==> src/rtl/umi_req_arbiter_pkg.sv <==
// Shared UMI field widths, end-of-message bit position and arbiter state encoding.
// Imported by the arbiter top level and its pick sub-module.
package umi_req_arbiter_pkg;

  localparam int unsigned UMI_CW     = 32;
  localparam int unsigned UMI_AW     = 64;
  localparam int unsigned UMI_DW     = 128;
  localparam int unsigned UMI_EOMBIT = 22;

  localparam logic [0:0] ST_IDLE = 1'b0;
  localparam logic [0:0] ST_BUSY = 1'b1;

endpackage

==> src/rtl/umi_arb_pick.sv <==
// Combinational winner pick: rotate the request vector by the pointer, take the lowest set bit,
// then rotate the one-hot result back. Fixed priority simply uses a zero rotation.
module umi_arb_pick
  import umi_req_arbiter_pkg::*;
#(
  parameter int unsigned N  = 4,
  parameter int unsigned PW = 2
) (
  input  logic [N-1:0]  req,
  input  logic [PW-1:0] ptr,
  input  logic          mode,
  output logic [N-1:0]  win
);

  logic [PW-1:0]  w_base;
  logic [2*N-1:0] w_dbl;
  logic [N-1:0]   w_rot;
  logic [N-1:0]   w_first;
  logic [2*N-1:0] w_back;

  always_comb begin
    w_base  = mode ? '0 : ptr;
    w_dbl   = {req, req} >> w_base;
    w_rot   = w_dbl[N-1:0];
    // Isolate the lowest set bit of the rotated vector.
    w_first = w_rot & (~w_rot + N'(1));
    w_back  = {w_first, w_first} << w_base;
    win     = w_back[2*N-1:N];
  end

endmodule

==> src/rtl/umi_req_arbiter.sv <==
// Message-aware N:1 UMI request arbiter. The owner keeps the output until it transfers an EOM beat,
// then re-arbitration happens at that same edge so back-to-back messages need no dead cycle.
module umi_req_arbiter
  import umi_req_arbiter_pkg::*;
#(
  parameter int unsigned N      = 4,
  parameter int unsigned CW     = UMI_CW,
  parameter int unsigned AW     = UMI_AW,
  parameter int unsigned DW     = UMI_DW,
  parameter int unsigned EOMBIT = UMI_EOMBIT
) (
  input  logic            clk,
  input  logic            reset,
  input  logic            mode,
  input  logic [N-1:0]    mask,
  input  logic [N-1:0]    umi_in_valid,
  input  logic [N*CW-1:0] umi_in_cmd,
  input  logic [N*AW-1:0] umi_in_dstaddr,
  input  logic [N*AW-1:0] umi_in_srcaddr,
  input  logic [N*DW-1:0] umi_in_data,
  output logic [N-1:0]    umi_in_ready,
  output logic            umi_out_valid,
  output logic [CW-1:0]   umi_out_cmd,
  output logic [AW-1:0]   umi_out_dstaddr,
  output logic [AW-1:0]   umi_out_srcaddr,
  output logic [DW-1:0]   umi_out_data,
  input  logic            umi_out_ready,
  output logic [N-1:0]    grant,
  output logic            busy
);

  localparam int unsigned PW = (N > 1) ? $clog2(N) : 1;

  logic [0:0]    r_state;
  logic [PW-1:0] r_own;
  logic [PW-1:0] r_ptr;

  logic [N-1:0]  w_elig;
  logic [N-1:0]  w_win;
  logic [PW-1:0] w_win_idx;
  logic [PW-1:0] w_own_inc;
  logic [PW-1:0] w_pick_ptr;
  logic          w_busy;
  logic          w_gate;
  logic          w_own_valid;
  logic [CW-1:0] w_cmd;
  logic [AW-1:0] w_dst;
  logic [AW-1:0] w_src;
  logic [DW-1:0] w_data;
  logic          w_xfer;
  logic          w_eom_xfer;

  assign w_elig    = umi_in_valid & ~mask;
  assign w_busy    = (r_state == ST_BUSY);
  // No beat is offered or accepted during the reset cycle.
  assign w_gate    = w_busy & ~reset;
  assign w_own_inc = (r_own == PW'(N - 1)) ? '0 : r_own + PW'(1);

  always_comb begin
    w_own_valid = 1'b0;
    w_cmd       = '0;
    w_dst       = '0;
    w_src       = '0;
    w_data      = '0;
    for (int i = 0; i < N; i++) begin
      if (r_own == PW'(i)) begin
        w_own_valid = umi_in_valid[i];
        w_cmd       = umi_in_cmd[i*CW +: CW];
        w_dst       = umi_in_dstaddr[i*AW +: AW];
        w_src       = umi_in_srcaddr[i*AW +: AW];
        w_data      = umi_in_data[i*DW +: DW];
      end
    end
  end

  always_comb begin
    umi_in_ready = '0;
    grant        = '0;
    for (int i = 0; i < N; i++) begin
      if (r_own == PW'(i)) begin
        umi_in_ready[i] = w_gate & umi_out_ready;
        grant[i]        = w_busy;
      end
    end
  end

  assign busy            = w_busy;
  assign umi_out_valid   = w_gate & w_own_valid;
  assign umi_out_cmd     = w_busy ? w_cmd  : '0;
  assign umi_out_dstaddr = w_busy ? w_dst  : '0;
  assign umi_out_srcaddr = w_busy ? w_src  : '0;
  assign umi_out_data    = w_busy ? w_data : '0;

  assign w_xfer     = umi_out_valid & umi_out_ready;
  assign w_eom_xfer = w_xfer & w_cmd[EOMBIT];
  // On an EOM beat the advanced pointer is already used for this edge's pick.
  assign w_pick_ptr = w_eom_xfer ? w_own_inc : r_ptr;

  umi_arb_pick #(
    .N  (N),
    .PW (PW)
  ) u_pick (
    .req  (w_elig),
    .ptr  (w_pick_ptr),
    .mode (mode),
    .win  (w_win)
  );

  always_comb begin
    w_win_idx = '0;
    for (int i = 0; i < N; i++) begin
      if (w_win[i]) w_win_idx = PW'(i);
    end
  end

  always_ff @(posedge clk) begin
    if (reset) begin
      r_state <= ST_IDLE;
      r_own   <= '0;
      r_ptr   <= '0;
    end else if (!w_busy) begin
      if (|w_elig) begin
        r_state <= ST_BUSY;
        r_own   <= w_win_idx;
      end
    end else if (w_eom_xfer) begin
      r_ptr <= w_own_inc;
      if (|w_elig) begin
        r_own <= w_win_idx;
      end else begin
        r_state <= ST_IDLE;
      end
    end
  end

endmodule

==> config.mk <==
export PLATFORM = sky130hd
export DESIGN_NAME = umi_req_arbiter
export DESIGN_NICKNAME = d
export VERILOG_FILES = /design/src/rtl/umi_req_arbiter_pkg.sv /design/src/rtl/umi_arb_pick.sv /design/src/rtl/umi_req_arbiter.sv
export SDC_FILE = /design/constraint.sdc
export NUM_CORES = 1
export LEC_CHECK = 0
export CORE_AREA = 2 2 577 579
export CTS_BUF_LIST = sky130_fd_sc_hd__clkbuf_4 sky130_fd_sc_hd__clkbuf_8 sky130_fd_sc_hd__clkbuf_16
export CTS_CLUSTER_DIAMETER = 120
export DETAILED_ROUTE_END_ITERATION = 7
export DIE_AREA = 0 0 579 581
export HOLD_SLACK_MARGIN = 0.05
export RECOVER_POWER = 25
export SLEW_MARGIN = 10
export SYNTH_ARGS = -nofsm -noshare
export SYNTH_HDL_FRONTEND = slang
export SYNTH_SLANG_ARGS = --single-unit
==> constraint.sdc <==
create_clock -name clk -period 4.3 [get_ports clk]
set_input_delay 0.86 -clock clk [delete_from_list [all_inputs] [get_ports clk]]
set_output_delay 0.86 -clock clk [all_outputs]
set_load 0.01 [all_outputs]
==> results.tsv, run 1 <==
stage	metric	value	unit
cts	clock_sinks	5	
worst_setup_path	cpMaxStageDelayCell	dfxtp_1	
floorplan	dieArea	336000	um2
floorplan	fp.dieW	579	um
flow_run	maxCapViolations	1	
detailed_routing	drc	0	
cts	h-tree-depth	1	
worst_setup_path	worst-setup-path-type	reg -> out	
placement	dp.cells	7758	
sta	final_max_slew_viol_count	29	
detailed_routing	topRoutingLayerUsed	met5	
power_and_ir_drop	ir_drop	0.118	mV
detailed_routing	wire_per_inst	33.7	um
synthesis	synth_warnings	0	
worst_setup_path	crit_path_cell_trace	inv_1, ha_1, nor2b_4, buf_4, buf_12, buf_12, a22oi_1, nor2_1, a21oi_1, o21ai_1, and2_1, clkdlybuf4s50_1	
cells_and_area	final_core_util	9.91	%
detailed_routing	routed-wl-met2	117000	um
sta	tightest_slew	1700	ps
cells_and_area	design_area	32700	um2
sta	timing.final.crit_period	4210	ps
global_routing	grt-ovfl-total	0	
synthesis	synthTopCellsByArea	a22oi_1, and2_1, a21oi_1	
detailed_routing	wl_met3	30500	um
synthesis	yosysTopAreaCell	a22oi_1	
cts	root_buffer	clkbuf_16	
global_routing	grt_max_degree	83	
synthesis	syn_nets	3202	
detailed_routing	drt-total-wl	265000	um
synthesis	synth-seq-area-share	0.948	%
cells_and_area	multiInputGateArea	9580	um2
cts	clk_pin_slew	40	ps
global_routing	antenna_found_initial	317	
worst_setup_path	required	3440	ps
worst_setup_path	worstSetupEndpointType	primary output	
floorplan	core_area	330000	um2
sta	slew_headroom	-13.7	%
synthesis	synthesis.instances	2034	
detailed_routing	drtIter0Drc	1465	
synthesis	avgSynthCellArea	5.19	um2
cells_and_area	final_layout_size_suffix_gt1_share	9.17	%
detailed_routing	ant_nets	0	
global_routing	grt_pass1_wl	307000	um
synthesis	ys_ff_latch	5	
worst_setup_path	crit_fanout	20	
worst_setup_path	crit_buf_inv	5	
floorplan	start_util	3.20	%
detailed_routing	drt-met1-wl	102000	um
sta	hold_viol	0	
cts	cts-buffers-inserted	3	
power_and_ir_drop	p_leak	0.0108	uW
power_and_ir_drop	powerDensity	188	nW/um2
sta	fmax	237	MHz
global_routing	grt_pass1_vias	20900	
run_status	violations	capacitance limit, slew limit	
cells_and_area	final_cell_count_no_fill	7847	
detailed_routing	drtPass1Iterations	5	
worst_setup_path	critPathArrivalTime	3350	ps
sta	finalCritPeriodShare	98.0	%
sta	grt_setup_unrepaired	false	
worst_setup_path	max_stage_delay	550	ps
sta	setup_viol	0	
sta	fin_worst_hold_slack	560	ps
placement	portBuffers	1461	
synthesis	synth_top_area_share	20.4	%
sta	finClkSkew	4.89	ps
worst_setup_path	crit_family	buffers and inverters	
cells_and_area	layout.area.seq	100	um2
floorplan	die_height	581	um
cts	worstSkewPairLatency	240	ps
placement	placed_area	32400	um2
placement	routabilityCongestion	1.02	
synthesis	yosysUniqueCellTypes	33	
sta	fin_setup_tns	0	ps
run_status	status	finished with violations	
floorplan	io_pins	1462	
global_routing	grt_use_total	15.0	%
cells_and_area	n_fill_cell	38600	
worst_setup_path	crit_path_frequent_cell	buf_12	
detailed_routing	drt-vias-per-instance	2.88	
worst_setup_path	start_kind	flop	
cts	cts_tree	built	
cells_and_area	nets	4570	
min_path	hold_class	reg -> reg	
cells_and_area	area_growth	209	%
placement	hpwl	249000	um
detailed_routing	vias	22600	
floorplan	std_cell_rows	211	
cts	cts_buffer_depth	2	
synthesis	synthesis.area	10600	um2
-- routing by layer --
layer	track usage, %	vias up
met5	0	-
met4	5.82	130
met3	7.04	528
met2	24.3	1700
met1	16.9	10300
li1	-	9961
-- synth_stat cells --
library cell,number
a211oi_1,2
a211oi_2,3
a21boi_1,1
a21boi_2,1
a21oi_1,289
a221oi_2,1
a22oi_1,287
a31oi_1,1
and2_1,296
and3b_1,2
buf_1,18
buf_2,32
buf_4,1
clkbuf_1,175
dfxtp_1,5
ha_1,4
inv_1,5
mux2i_1,6
mux2i_4,2
nand2_1,294
nand2b_1,7
nand3_4,1
nand3b_1,2
nor2_1,294
nor2b_1,6
nor3_1,2
nor3b_1,2
o2111a_1,1
o21ai_0,37
o21ai_1,254
o21bai_1,1
o22ai_1,1
o31ai_1,1
-- worst register-to-register path: stages (launching register included) --
cell	delay [ps]
dfxtp_1	1460
and3b_1	300
buf_4	230
nand3_1	420
mux2i_1	520
a21boi_0	310
nand2b_1	140
a211oi_2	190
-- worst paths after layout --
path / end / slack (ps) / cells after the start / startpoint
min: r_ptr[0] / 560 / 2 / r_ptr[0]
max reg2reg: r_own[1] / 660 / 7 / busy
max: umi_out_data[16] / 90 / 12 / r_own[0]
min reg2reg: r_ptr[0] / 560 / 2 / r_ptr[0]
-- what timing repair did --
item                                    4_1_cts  5_1_grt
endpoints found under the setup margin        5        4
buffers inserted                              4        1
resized for setup                             0        3
hold buffers                                  0        0
-- power by group --
group	internal [uW]	switching, uW
logic	2790	3110
registers	49.9	16.6
clock network	130	38.2
-- registers in the layout, indices dropped and copies added (netlist names) --
signal,flops
r_ptr,2
busy,1
r_own,2
-- cell families (layout without fill, tap and decap cells) --
group | after synthesis | in the layout | synth area share [%]
AOI/OAI and AO/OA | 880 | 880 | 49.1
adders and majority gates | 4 | 4 | 0.474
buffers and inverters | 231 | 1598 | 8.62
DFF | 5 | 5 | 0.948
muxes | 8 | 8 | 0.995
other | 0 | 80 | 0
and+or+nand+nor | 906 | 906 | 39.9
-- layout by cell type (no fill, tap or decap), types with 2 or more instances in the layout --
master | Yosys | layout
and2_0 | 0 | 21
a211oi_2 | 3 | 3
a22oi_1 | 287 | 287
nand3b_1 | 2 | 2
ha_4 | 0 | 3
a21oi_1 | 289 | 289
o21ai_1 | 254 | 247
clkbuf_16 | 0 | 3
and2_1 | 296 | 275
buf_4 | 1 | 120
nor3_1 | 2 | 2
dlygate4sd3_1 | 0 | 7
clkbuf_2 | 0 | 2
inv_1 | 5 | 5
nor2b_1 | 6 | 5
nand2_1 | 294 | 294
clkdlybuf4s50_1 | 0 | 1269
o21ai_0 | 37 | 42
a211oi_1 | 2 | 2
nand2b_1 | 7 | 7
o21ai_2 | 0 | 2
clkbuf_1 | 175 | 16
dfxtp_1 | 5 | 5
mux2i_1 | 6 | 7
buf_12 | 0 | 174
diode_2 | 0 | 80
nor3b_1 | 2 | 2
and3b_1 | 2 | 2
nor2_1 | 294 | 294
-- metrics by stage --
step                power (uW)  worst slack (ps)
floorplan                 1920              1450
global placement          6140              9.78
detailed placement        6150             -15.7
CTS                       6350              85.2
global route              6580              28.3
finish                    6130              85.2
-- layout make-up --
class	instances	share of cell area [%]
Timing Repair Buffer	1589	52.7
Multi-Input combinational cell	1798	29.3
Tap cell	4366	16.7
Antenna cell	80	0.613
Sequential cell	5	0.306
Clock buffer	4	0.253
Inverter	5	0.0574
No activity file was read; power rests on OpenSTA's default activity.
==> run 2: changes to the inputs <==
--- a/config.mk
+++ b/config.mk
@@ -10,6 +10,7 @@
 export CTS_CLUSTER_DIAMETER = 120
 export DETAILED_ROUTE_END_ITERATION = 7
 export DIE_AREA = 0 0 579 581
+export GPL_ROUTABILITY_DRIVEN = 0
 export HOLD_SLACK_MARGIN = 0.05
 export RECOVER_POWER = 25
 export SLEW_MARGIN = 10
==> run 2 against run 1 <==
The flow now finishes without violations. Sequential share of layout area about the same. Setup slack better by 44 ps. Die area stayed put. Critical path type unchanged. Largest power group unchanged.
==> results.tsv, run 2 (synthesis results as in run 1) <==
stage	metric	value	unit	change
sta	fmax	240	MHz	+1.1%
power_and_ir_drop	p_leak	0.0106	uW	-1.2%
worst_setup_path	crit_fanout	34		+70%
detailed_routing	drt-total-wl	260000	um	-1.9%
worst_setup_path	worstSetupEndpointType	primary output		
sta	finalCritPeriodShare	97.0	%	-1.0 points
worst_setup_path	startpoint	r_own[1]		
cells_and_area	final_layout_size_suffix_gt1_share	8.56	%	-0.61 points
sta	fin_worst_hold_slack	568	ps	+7.34 ps
global_routing	grt_max_degree	85		+2.4%
sta	grt_setup_unrepaired	false		
flow_run	maxCapViolations	0		-1
detailed_routing	vias	22400		-1.1%
run_status	status	completed		
detailed_routing	drc	0		unchanged
placement	hpwl	245000	um	-1.6%
floorplan	io_pins	1462		unchanged
cts	h-tree-depth	1		unchanged
cts	cts_buffer_depth	2		unchanged
floorplan	std_cell_rows	211		unchanged
cts	clk_pin_slew	30	ps	about the same
cts	clock_sinks	5		unchanged
worst_setup_path	start_kind	flop		
cells_and_area	nets	4545		-0.55%
sta	tightest_slew	1470	ps	-229 ps
cts	worstSkewPairLatency	230	ps	about the same
detailed_routing	drt-vias-per-instance	2.85		-1.2%
floorplan	die_height	581	um	unchanged
floorplan	core_area	330000	um2	unchanged
worst_setup_path	worst-setup-path-type	reg -> out		
sta	final_max_slew_viol_count	0		-100%
worst_setup_path	r2r-start	busy		
global_routing	grt_use_total	14.7	%	-0.28 points
worst_setup_path	required	3440	ps	about the same
floorplan	dieArea	336000	um2	unchanged
sta	fin_setup_tns	0	ps	unchanged
detailed_routing	wire_per_inst	33.1	um	-2.0%
cts	cts-buffers-inserted	3		unchanged
cells_and_area	final_common_cell	clkdlybuf4s50_1		
global_routing	grt-ovfl-total	0		unchanged
power_and_ir_drop	ir_drop	0.139	mV	+17%
min_path	hold_start	r_ptr[0]		
sta	hold_viol	0		unchanged
cts	root_buffer	clkbuf_16		
sta	slew_headroom	1.58	%	+15 points
sta	finClkSkew	0.398	ps	-4.49 ps
global_routing	antenna_found_initial	329		+3.8%
detailed_routing	drtPass1Iterations	7		+2
placement	portBuffers	1461		unchanged
floorplan	start_util	3.20	%	unchanged
cells_and_area	final_cell_mix	clkdlybuf4s50_1, nor2_1, nand2_1		
global_routing	grt_pass1_vias	20400		-2.4%
detailed_routing	ant_nets	0		unchanged
power_and_ir_drop	powerDensity	184	nW/um2	-2.1%
sta	timing.final.crit_period	4170	ps	-44.3 ps
worst_setup_path	critPathArrivalTime	3310	ps	-40 ps
min_path	hold_class	reg -> reg		
sta	setup_viol	0		unchanged
cts	cts_tree	built		
global_routing	grt_pass1_wl	301000	um	-2.2%
cells_and_area	area_growth	208	%	
floorplan	fp.dieW	579	um	unchanged
detailed_routing	drtIter0Drc	1355		-7.5%
-- run 2: cell types whose count changed in the layout (fill, tap and decap cells not counted), moves of 3 or more --
cell             before   now
diode_2              80   115
buf_4               120   103
and2_0               21    33
and2_1              275   263
buf_12              174   168
clkbuf_1             16    11
dlygate4sd3_1         7     2
o21ai_1             247   252
clkbuf_2              2     5
clkdlybuf4s50_1    1269  1272
o21ai_0              42    39
-- run 2: worst paths after layout --
check,to,slack [ps],cells past startpoint
setup reg to reg,r_own[1],250,7
hold reg to reg,r_ptr[0],570,2
hold / removal,r_ptr[0],570,2
setup / recovery,umi_out_data[113],130,11
-- run 2: routing by layer --
metal  global-route usage, %  part of all wire, %  up-vias
li1                        -                    -     9940
met3                    7.07                   12      609
met5                       0                 0.40        -
met4                    7.14                  6.6      150
met2                    23.2                   43     1708
met1                    16.5                   38     9973
-- run 2: report_power, final --
group	switching, uW	internal, uW	total (uW)
clock network	31.3	129	161
registers	14.9	49.9	64.8
logic	3030	2710	5750
total	3080	2890	5970
-- run 2: what timing repair did --
| action | 4_1_cts | 5_1_grt |
|---|---|---|
| buffers inserted | 0 | 0 |
| setup endpoints to repair | 0 | 4 |
| gates resized for setup | 0 | 2 |
| hold buffers | 0 | 0 |
-- run 2: metrics by stage --
step / setup slack (ps) / utilization, % / instance area [um2] / power (uW) / cells
floorplan: 1450 / - / 10600 / 1920 / 2034
global placement: 369 / 9.78 / 32300 / 6000 / 7739
detailed placement: 368 / 9.78 / 32300 / 6020 / 7739
CTS: 122 / 9.81 / 32300 / 6190 / 7743
global route: 13.6 / 9.83 / 32400 / 6400 / 7815
finish: 130 / 9.86 / 32500 / 5970 / 7857
-- run 2: final cells by class --
cell class | count | area (um2)
clock buffer | 4 | 82.6
timing repair buffer | 1564 | 17000
fill | 38600 | 297000
multi-input combinational | 1798 | 9560
tap | 4366 | 5460
sequential | 5 | 100
antenna | 115 | 288
inverter | 5 | 18.8
-- run 2: worst max-delay path, stage by stage, from the launching register on --
cell and delay, ps:
dfxtp_1 440, inv_1 130, ha_4 270, nor2b_4 260, buf_12 240, clkbuf_1 410
a22oi_1 120, nor2_1 100, a21oi_1 50, o21ai_1 280, and2_1 170, clkdlybuf4s50_1 530
